File: config.mk
export PLATFORM = sky130hd
export DESIGN_NAME = fetch_controller
export DESIGN_NICKNAME = d
export VERILOG_FILES = /design/src/rtl/fetch_controller.sv
export SDC_FILE = /design/constraint.sdc
export NUM_CORES = 1
export LEC_CHECK = 0
export BUFFER_PORTS_ARGS = -buffer_cell sky130_fd_sc_hd__buf_2
export CAP_MARGIN = 15
export CELL_PAD_IN_SITES_DETAIL_PLACEMENT = 0
export CELL_PAD_IN_SITES_GLOBAL_PLACEMENT = 1
export CORE_MARGIN = 3
export CORE_UTILIZATION = 32
export CTS_BUF_LIST = sky130_fd_sc_hd__clkbuf_8 sky130_fd_sc_hd__clkbuf_16
export CTS_CLUSTER_SIZE = 12
export DETAILED_ROUTE_END_ITERATION = 8
export PLACE_DENSITY_LB_ADDON = 0.2
export SYNTH_ARGS = -nofsm -noshare
export SYNTH_HDL_FRONTEND = slang
export SYNTH_SLANG_ARGS = --single-unit
File: constraint.sdc
create_clock -name clock -period 1.75 [get_ports clock]
set_input_delay 0.35 -clock clock [delete_from_list [all_inputs] [get_ports clock]]
set_output_delay 0.35 -clock clock [all_outputs]
set_load 0.01 [all_outputs]
File: src/rtl/fetch_controller.sv
// rtl/fetch_controller.sv - single-outstanding instruction fetch sequencer between imem and decode
// Define FETCH_STATS_EN to add the stat_fetched / stat_stall counters.
module fetch_controller #(
    parameter int unsigned          ADDR_W   = 32,
    parameter int unsigned          DATA_W   = 32,
    parameter logic [ADDR_W-1:0]    RESET_PC = '0,
    parameter int unsigned          PC_STEP  = 4,
    parameter int unsigned          MAX_WAIT = 15
) (
    input  logic                clock,
    input  logic                reset,
    input  logic                enable,
    output logic                imem_req_valid,
    input  logic                imem_req_ready,
    output logic [ADDR_W-1:0]   imem_req_addr,
    input  logic                imem_rsp_valid,
    input  logic [DATA_W-1:0]   imem_rsp_data,
    input  logic                redirect_valid,
    input  logic [ADDR_W-1:0]   redirect_pc,
    output logic                inst_valid,
    input  logic                inst_ready,
    output logic [DATA_W-1:0]   inst_data,
    output logic [ADDR_W-1:0]   inst_pc,
`ifdef FETCH_STATS_EN
    output logic                fetch_error,
    output logic [31:0]         stat_fetched,
    output logic [31:0]         stat_stall
`else
    output logic                fetch_error
`endif
);

    localparam int unsigned CNT_W = $clog2(MAX_WAIT + 1);
    localparam logic [CNT_W-1:0] CNT_MAX = CNT_W'(MAX_WAIT);
    localparam logic [ADDR_W-1:0] STEP = ADDR_W'(PC_STEP);

    typedef enum logic [2:0] {
        S_IDLE,
        S_REQ,
        S_WAIT,
        S_HOLD,
        S_DRAIN
    } state_t;

    state_t             state_q, state_d;
    logic [ADDR_W-1:0]  pc_q, pc_d;
    logic [DATA_W-1:0]  inst_data_q, inst_data_d;
    logic [ADDR_W-1:0]  inst_pc_q, inst_pc_d;
    logic               err_q, err_d;
    logic [CNT_W-1:0]   cnt_q, cnt_d;

    always_ff @(posedge clock) begin
        if (reset) begin
            state_q     <= S_IDLE;
            pc_q        <= RESET_PC;
            inst_data_q <= '0;
            inst_pc_q   <= '0;
            err_q       <= 1'b0;
            cnt_q       <= '0;
        end else begin
            state_q     <= state_d;
            pc_q        <= pc_d;
            inst_data_q <= inst_data_d;
            inst_pc_q   <= inst_pc_d;
            err_q       <= err_d;
            cnt_q       <= cnt_d;
        end
    end

    // Redirect only retargets the PC; each state decides how the in-flight request is retired.
    always_comb begin
        state_d     = state_q;
        pc_d        = pc_q;
        inst_data_d = inst_data_q;
        inst_pc_d   = inst_pc_q;
        err_d       = err_q;
        cnt_d       = cnt_q;

        if (redirect_valid) begin
            pc_d = redirect_pc;
        end

        case (state_q)
            S_IDLE: begin
                if (!redirect_valid && enable && !err_q) begin
                    state_d = S_REQ;
                end
            end

            S_REQ: begin
                if (imem_req_ready) begin
                    cnt_d   = '0;
                    state_d = redirect_valid ? S_DRAIN : S_WAIT;
                end
            end

            S_WAIT: begin
                if (redirect_valid) begin
                    cnt_d   = '0;
                    state_d = imem_rsp_valid ? S_REQ : S_DRAIN;
                end else if (imem_rsp_valid) begin
                    inst_data_d = imem_rsp_data;
                    inst_pc_d   = pc_q;
                    pc_d        = pc_q + STEP;
                    state_d     = S_HOLD;
                end else if (cnt_q == CNT_MAX) begin
                    err_d   = 1'b1;
                    state_d = S_IDLE;
                end else begin
                    cnt_d = cnt_q + CNT_W'(1);
                end
            end

            S_HOLD: begin
                if (redirect_valid) begin
                    state_d = S_REQ;
                end else if (inst_ready) begin
                    state_d = enable ? S_REQ : S_IDLE;
                end
            end

            S_DRAIN: begin
                if (imem_rsp_valid) begin
                    state_d = (redirect_valid || enable) ? S_REQ : S_IDLE;
                end else if (cnt_q == CNT_MAX) begin
                    err_d   = 1'b1;
                    state_d = S_IDLE;
                end else begin
                    cnt_d = cnt_q + CNT_W'(1);
                end
            end

            default: begin
                state_d = S_IDLE;
            end
        endcase
    end

    assign imem_req_valid = (state_q == S_REQ);
    assign imem_req_addr  = pc_q;
    assign inst_valid     = (state_q == S_HOLD);
    assign inst_data      = inst_data_q;
    assign inst_pc        = inst_pc_q;
    assign fetch_error    = err_q;

`ifdef FETCH_STATS_EN
    logic [31:0] fetched_q;
    logic [31:0] stall_q;

    always_ff @(posedge clock) begin
        if (reset) begin
            fetched_q <= '0;
            stall_q   <= '0;
        end else if (state_q == S_HOLD) begin
            if (inst_ready) begin
                fetched_q <= fetched_q + 32'd1;
            end else begin
                stall_q <= stall_q + 32'd1;
            end
        end
    end

    assign stat_fetched = fetched_q;
    assign stat_stall   = stall_q;
`endif

endmodule
==> results.cfg, run 1 <==
[outcome]
outcome = finished clean

[power]
power_mw = 5.18
powerDensity_mw_per_mm2 = 809
peakVddDrop_v = 0.000436
p_leak_nw = 2.70

[placed_design]
routabilityCongestion = 0.782
dp.cells = 946
dp_slack_ps = -4.02
dp_hpwl_um = 10800
place_area_sq_mm = 0.00601
portBuffers = 169

[detailed_routing]
drtPass1Iterations = 5
drc_errors = 0
drt_wl_total_um = 14600
via_count = 4752
vias_per_cell = 4.93
ant_nets = 0
dr.first_iter.drc_count = 173
drt-wirelength-per-cell_um = 15.1

[synthesis]
ys.warnings.count = 0
synthCells = 578
synthFlopType = dfxtp_1
synth_area_per_cell_sq_um = 8.02
ys_top_cells_by_area = dfxtp_1 45%, nand2_1 13%, a21oi_1 8.5%, xnor2_1 3.4%, nor2_1 2.3%
ys_seq_elements = 104
synth_edf_count = 0
yosysTopAreaCellShare_pct = 44.9
synthesis.area_sq_mm = 0.00464
synth_top_area_cell = dfxtp_1
synth_seq_area_share_pct = 44.9
synthDistinctLibCells = 58
synth_nets = 651
synthArstFlopShare_pct = 0
synth.most_common_cell = nand2_1
synth_common_cells = 162 x nand2_1, 104 x dfxtp_1, 79 x a21oi_1, 28 x nor2_1, 22 x clkbuf_1

[clock_network]
clkSinkCount = 104
clk_latency_ps = 350
cts_hold_buf = 0
cts_buffer_depth = 2
tritoncts = done
path_clk_slew_ps = 70
htreeDepth = 3
numCtsBuffers = 9
root_buffer = clkbuf_16

[worst_setup_path]
reg2reg_slack_ps = 90
critical_path_arrival_ps = 1340
setup.worst_path.start_class = flop
path_max_fanout = 11
r2r-end = imem_req_addr[16]
cpPeakStageDelay_ps = 350
rr_worst_depth = 5
cpMostUsedCell = buf_4
crit_type = flop to output pin
reg2reg_from = state_q[0]
required_ps = 1400
slowest_stage = dfxtp_2
end_kind = output pin
worstPathCellList = buf_4 -> nor3b_4 -> buf_4 -> buf_2

[sta]
rsz0062_at_grt = true
slew_headroom_pct = 75.2
final_hold_viol_count = 0
fin_skew_ps = 8.19
setup_tns_ps = 0
min_period_over_period_pct = 96.5
layout_setup_ws_ps = 61.8
period_minus_slack_ps = 1690
fmax_ghz = 0.592
maxSlewViolCount = 0
tightest_slew_ps = 370
setup_viol = 0
hold_slack_ps = 230

[floorplan]
start_util_pct = 33.0
die_x_um = 126
die_h_um = 126
core_area_sq_mm = 0.0140
pin_count = 170
row_count = 43
die_area_sq_mm = 0.0160

[final_layout]
area_growth_pct = 38.0
fin_area_sq_mm = 0.00640
antenna_cells = 0
fillers = 1458
stdcell_count = 963
fin_util_pct = 45.6
layout-drive-gt1-share_pct = 35.8
design.final.nets = 851

[grt]
use_met3_pct = 3.75
antenna_found_initial = 1
grt_overflow_total = 0
grt_usage_pct = 17.6
grt.busiest_layer = met2
use_met1_pct = 23.1
grt_max_degree = 38
grtUsageMet2_pct = 29.2
grt_pass1_wl_um = 23100
grt_pass1_vias = 4646

[job]
cap_violations = 0

[worst_hold_path]
min_path_type = input pin to flop
hp-start = imem_rsp_data[14]
hold_depth = 3
whs_endpoint = inst_data[14]
timing repair:
item	in CTS	in global routing
setup endpoints to repair	2	16
pin swaps	0	2
resized for setup	2	15
setup buffers	0	0
gates cloned	0	1
state kept, by name, summed over array words and instances, names as in the netlist:
register / cells
state_q: 3
imem_req_addr: 32
fetch_error: 1
cnt_q: 4
inst_pc: 32
inst_data: 32
per-layer routing:
layer,vias up,share of wire (%)
li1,2413,-
met1,2202,45
met2,121,48
met3,14,5.3
met4,2,1.1
met5,-,0.048
placed cells by master (no fill, tap or decap), types with 4 or more instances in the layout:
master,netlist,final
nand3_1,13,13
xnor2_1,18,18
a21oi_1,79,78
buf_6,1,4
a31oi_1,6,6
o21ai_0,11,10
nand2_1,162,162
nor2_1,28,27
mux2i_1,7,7
nor4_1,6,6
nand4_1,13,13
clkbuf_16,0,9
a211oi_1,10,10
nor2b_1,4,4
buf_2,9,168
nor3_1,10,9
dfxtp_2,0,6
dfxtp_1,104,98
buf_4,3,56
kinds of logic after synthesis:
logic type	count (synthesis)	share of synthesized area [%]
flip-flops	104	44.9
AO/OA/AOI/OAI	131	17.1
AND/OR/NAND/NOR	265	27.0
multiplexers	10	2.24
buffers and inverters	46	4.37
adder cells (fa/ha/maj)	2	0.540
XOR/XNOR	20	3.78
power breakdown:
| group | internal [mW] | switching, mW |
|---|---|---|
| Clock | 1.20 | 0.920 |
| Combinational | 0.281 | 0.304 |
| Sequential | 2.42 | 0.0494 |
| Total | 3.90 | 1.27 |
worst max-delay path: cells and delay by family (launching register included):
family        cells  cell delay (ps)
simple gates      1              200
flops             1              350
buf+inv           3              440
area by class of cell:
class | instances | area (sq um) | area share (%)
inverters | 4 | 15.0 | 0.235
repair buffers | 230 | 1350 | 21.0
clock inverters | 5 | 63.8 | 0.997
well taps | 180 | 225 | 3.52
flip-flops and latches | 104 | 2090 | 32.7
clock buffers | 11 | 253 | 3.95
multi-input cells | 429 | 2400 | 37.6
how the worst max path moves through the flow:
stage / start / end / slack, ps / depth (start not counted)
6_report: state_q[2] / imem_req_valid / 60 / 4
2_1_floorplan: imem_req_addr[6] / imem_req_addr[28] / 50 / 6
3_5_place_dp: imem_req_addr[8] / imem_req_addr[28] / -4 / 6
4_1_cts: state_q[2] / imem_req_valid / 3 / 4
5_1_grt: imem_req_addr[20] / imem_req_addr[27] / -20 / 5
3_3_place_gp: imem_rsp_valid / imem_req_addr[16] / 10 / 5
Note: power is estimated with default switching activity, not from simulation.
==> run 2: changes to the inputs <==
--- a/config.mk
+++ b/config.mk
@@ -15,6 +15,8 @@
 export CTS_CLUSTER_SIZE = 12
 export DETAILED_ROUTE_END_ITERATION = 8
 export PLACE_DENSITY_LB_ADDON = 0.2
+export RECOVER_POWER = 50
+export SETUP_SLACK_MARGIN = 0.4
 export SYNTH_ARGS = -nofsm -noshare
 export SYNTH_HDL_FRONTEND = slang
 export SYNTH_SLANG_ARGS = --single-unit
==> run 2 against run 1 <==
  * Fmax up 1.1%
  * Flip-flop and latch count did not move
  * Final cell count up 4.9%
  * Clock power fell by 2%
  * Critical endpoint is now imem_req_addr[28]
  * Worst hold slack worse by 9.4 ps
  * Highest routed layer unchanged
  * Critical path depth increased by 2
  * Power up 2.7%
  * Utilization grew 7.7 points
  * Routed wire length grew 17%
  * Via count increased by 8.4%
  * Die area did not move
  * Non-clock buffer count up 47
==> results.cfg, run 2 (synthesis gave the netlist of run 1 again) <==
[floorplan]
die_x_um = 126
die_h_um = 126
row_count = 43
die_area_sq_mm = 0.0160
pin_count = 170
core_area_sq_mm = 0.0140
start_util_pct = 33.0

[sta]
final_hold_viol_count = 0
setup_viol = 0
fin_skew_ps = 12.2
layout_setup_ws_ps = 80.4
maxSlewViolCount = 0
slew_headroom_pct = 54.1
rsz0062_at_grt = true
min_period_over_period_pct = 95.4
period_minus_slack_ps = 1670
fmax_ghz = 0.599
tightest_slew_ps = 688

[clock_network]
path_clk_slew_ps = 80
root_buffer = clkbuf_16
numCtsBuffers = 9
htreeDepth = 3
cts_buffer_depth = 2
tritoncts = done
clk_latency_ps = 360
clkSinkCount = 104

[final_layout]
layout_common_cells = 160 x nand2_1, 93 x dfxtp_1, 81 x buf_2, 75 x a21oi_1, 71 x clkbuf_1
final_common_cell = nand2_1
fin_util_pct = 53.3
stdcell_count = 1010
layout-drive-gt1-share_pct = 35.9
antenna_cells = 0
area_growth_pct = 61.5
design.final.nets = 898

[outcome]
outcome = finished clean

[power]
p_leak_nw = 2.92
peakVddDrop_v = 0.000553
powerDensity_mw_per_mm2 = 710

[job]
cap_violations = 0

[detailed_routing]
drt_wl_total_um = 17000
dr.first_iter.drc_count = 298
ant_nets = 0
via_count = 5152
drtPass1Iterations = 4
drc_errors = 0
drt-wirelength-per-cell_um = 16.8
vias_per_cell = 5.10

[worst_hold_path]
hp-start = imem_rsp_data[8]
hold_depth = 3
whs_endpoint = inst_data[8]
min_path_type = input pin to flop

[worst_setup_path]
crit_type = flop to flop
setup.worst_path.start_class = flop
critical_path_arrival_ps = 1890
required_ps = 1970
r2r-end = imem_req_addr[28]
end_kind = flop
reg2reg_from = imem_req_addr[10]
path_max_fanout = 6
rr_worst_depth = 6
reg2reg_slack_ps = 80

[grt]
grt_usage_pct = 19.5
grt_pass1_vias = 4945
use_met1_pct = 25.2
use_met3_pct = 5.47
grt_overflow_total = 0
grt_pass1_wl_um = 25400
grt.busiest_layer = met2
antenna_found_initial = 1
grt_max_degree = 46
grtUsageMet2_pct = 32.0

[placed_design]
routabilityCongestion = 0.804
portBuffers = 169
dp_hpwl_um = 10800
dp.cells = 928
dp_slack_ps = -18.5
[run 2: cell types whose count changed in the layout (fill, tap and decap cells not counted), sizes merged]
cell      previous run  this run
clkbuf              11        83
nand4               15        14
clkinvlp             1         0
inv                  5        10
bufbuf               0         2
nand3               14        15
bufinv               1         0
buf                230       201
clkinv               2         1
[run 2: area by class of cell]
type	instances	area (sq um)
Fill cell	1391	6560
Clock inverter	7	78.8
Multi-Input combinational cell	429	2770
Sequential cell	104	2120
Timing Repair Buffer	277	2060
Clock buffer	9	225
Inverter	4	15.0
Tap cell	180	225
[run 2: power breakdown]
group	leakage (nW)	internal (mW)	switching [mW]
Clock	0.151	1.03	1.05
Combinational	1.92	0.381	0.366
Sequential	0.851	2.42	0.0654
Total	2.92	3.83	1.48
[run 2: layer usage]
layer | vias to the layer above | part of all wire [%] | wire length [um]
met5 | - | 0.041 | 7
met4 | 2 | 1.5 | 263
met3 | 27 | 5.5 | 933
met2 | 159 | 49 | 8400
met1 | 2457 | 44 | 7410
li1 | 2507 | - | -
[run 2: worst max path at each step]
| stage | slack [ps] | cells past startpoint | to | start |
|---|---|---|---|---|
| after floorplan | 180 | 7 | imem_req_addr[28] | imem_req_addr[3] |
| after global placement | 20 | 6 | inst_pc[0] | imem_rsp_valid |
| after detailed placement | -20 | 6 | inst_data[25] | imem_rsp_valid |
| after CTS | 130 | 6 | imem_req_addr[21] | state_q[0] |
| after global routing | 7 | 6 | imem_req_addr[28] | imem_req_addr[12] |
| final | 80 | 6 | imem_req_addr[28] | imem_req_addr[10] |
[run 2: repair_timing]
item,in CTS,in global routing
buffers inserted,30,27
pin swaps,31,53
resized for setup,75,74
cloned,6,3
setup endpoints to repair,113,126
hold buffers,0,0
[run 2: worst max-delay path, cell delays in order (launching register included)]
cell     delay (ps)
dfxtp_1         360
and4_4          260
nand4_4         170
buf_4           190
o31a_2          330
o21ai_1         130
a31oi_1          90
[run 2: stage by stage]
stage,total power [mW],setup TNS [ps],hold WS [ps],area [sq um]
finish,5.31,0,221,7480
global route,5.55,0,206,7480
CTS,5.29,0,213,7030
detailed placement,3.08,-61.8,441,6020
global placement,3.07,0,435,6020
floorplan,2.82,0,476,4910
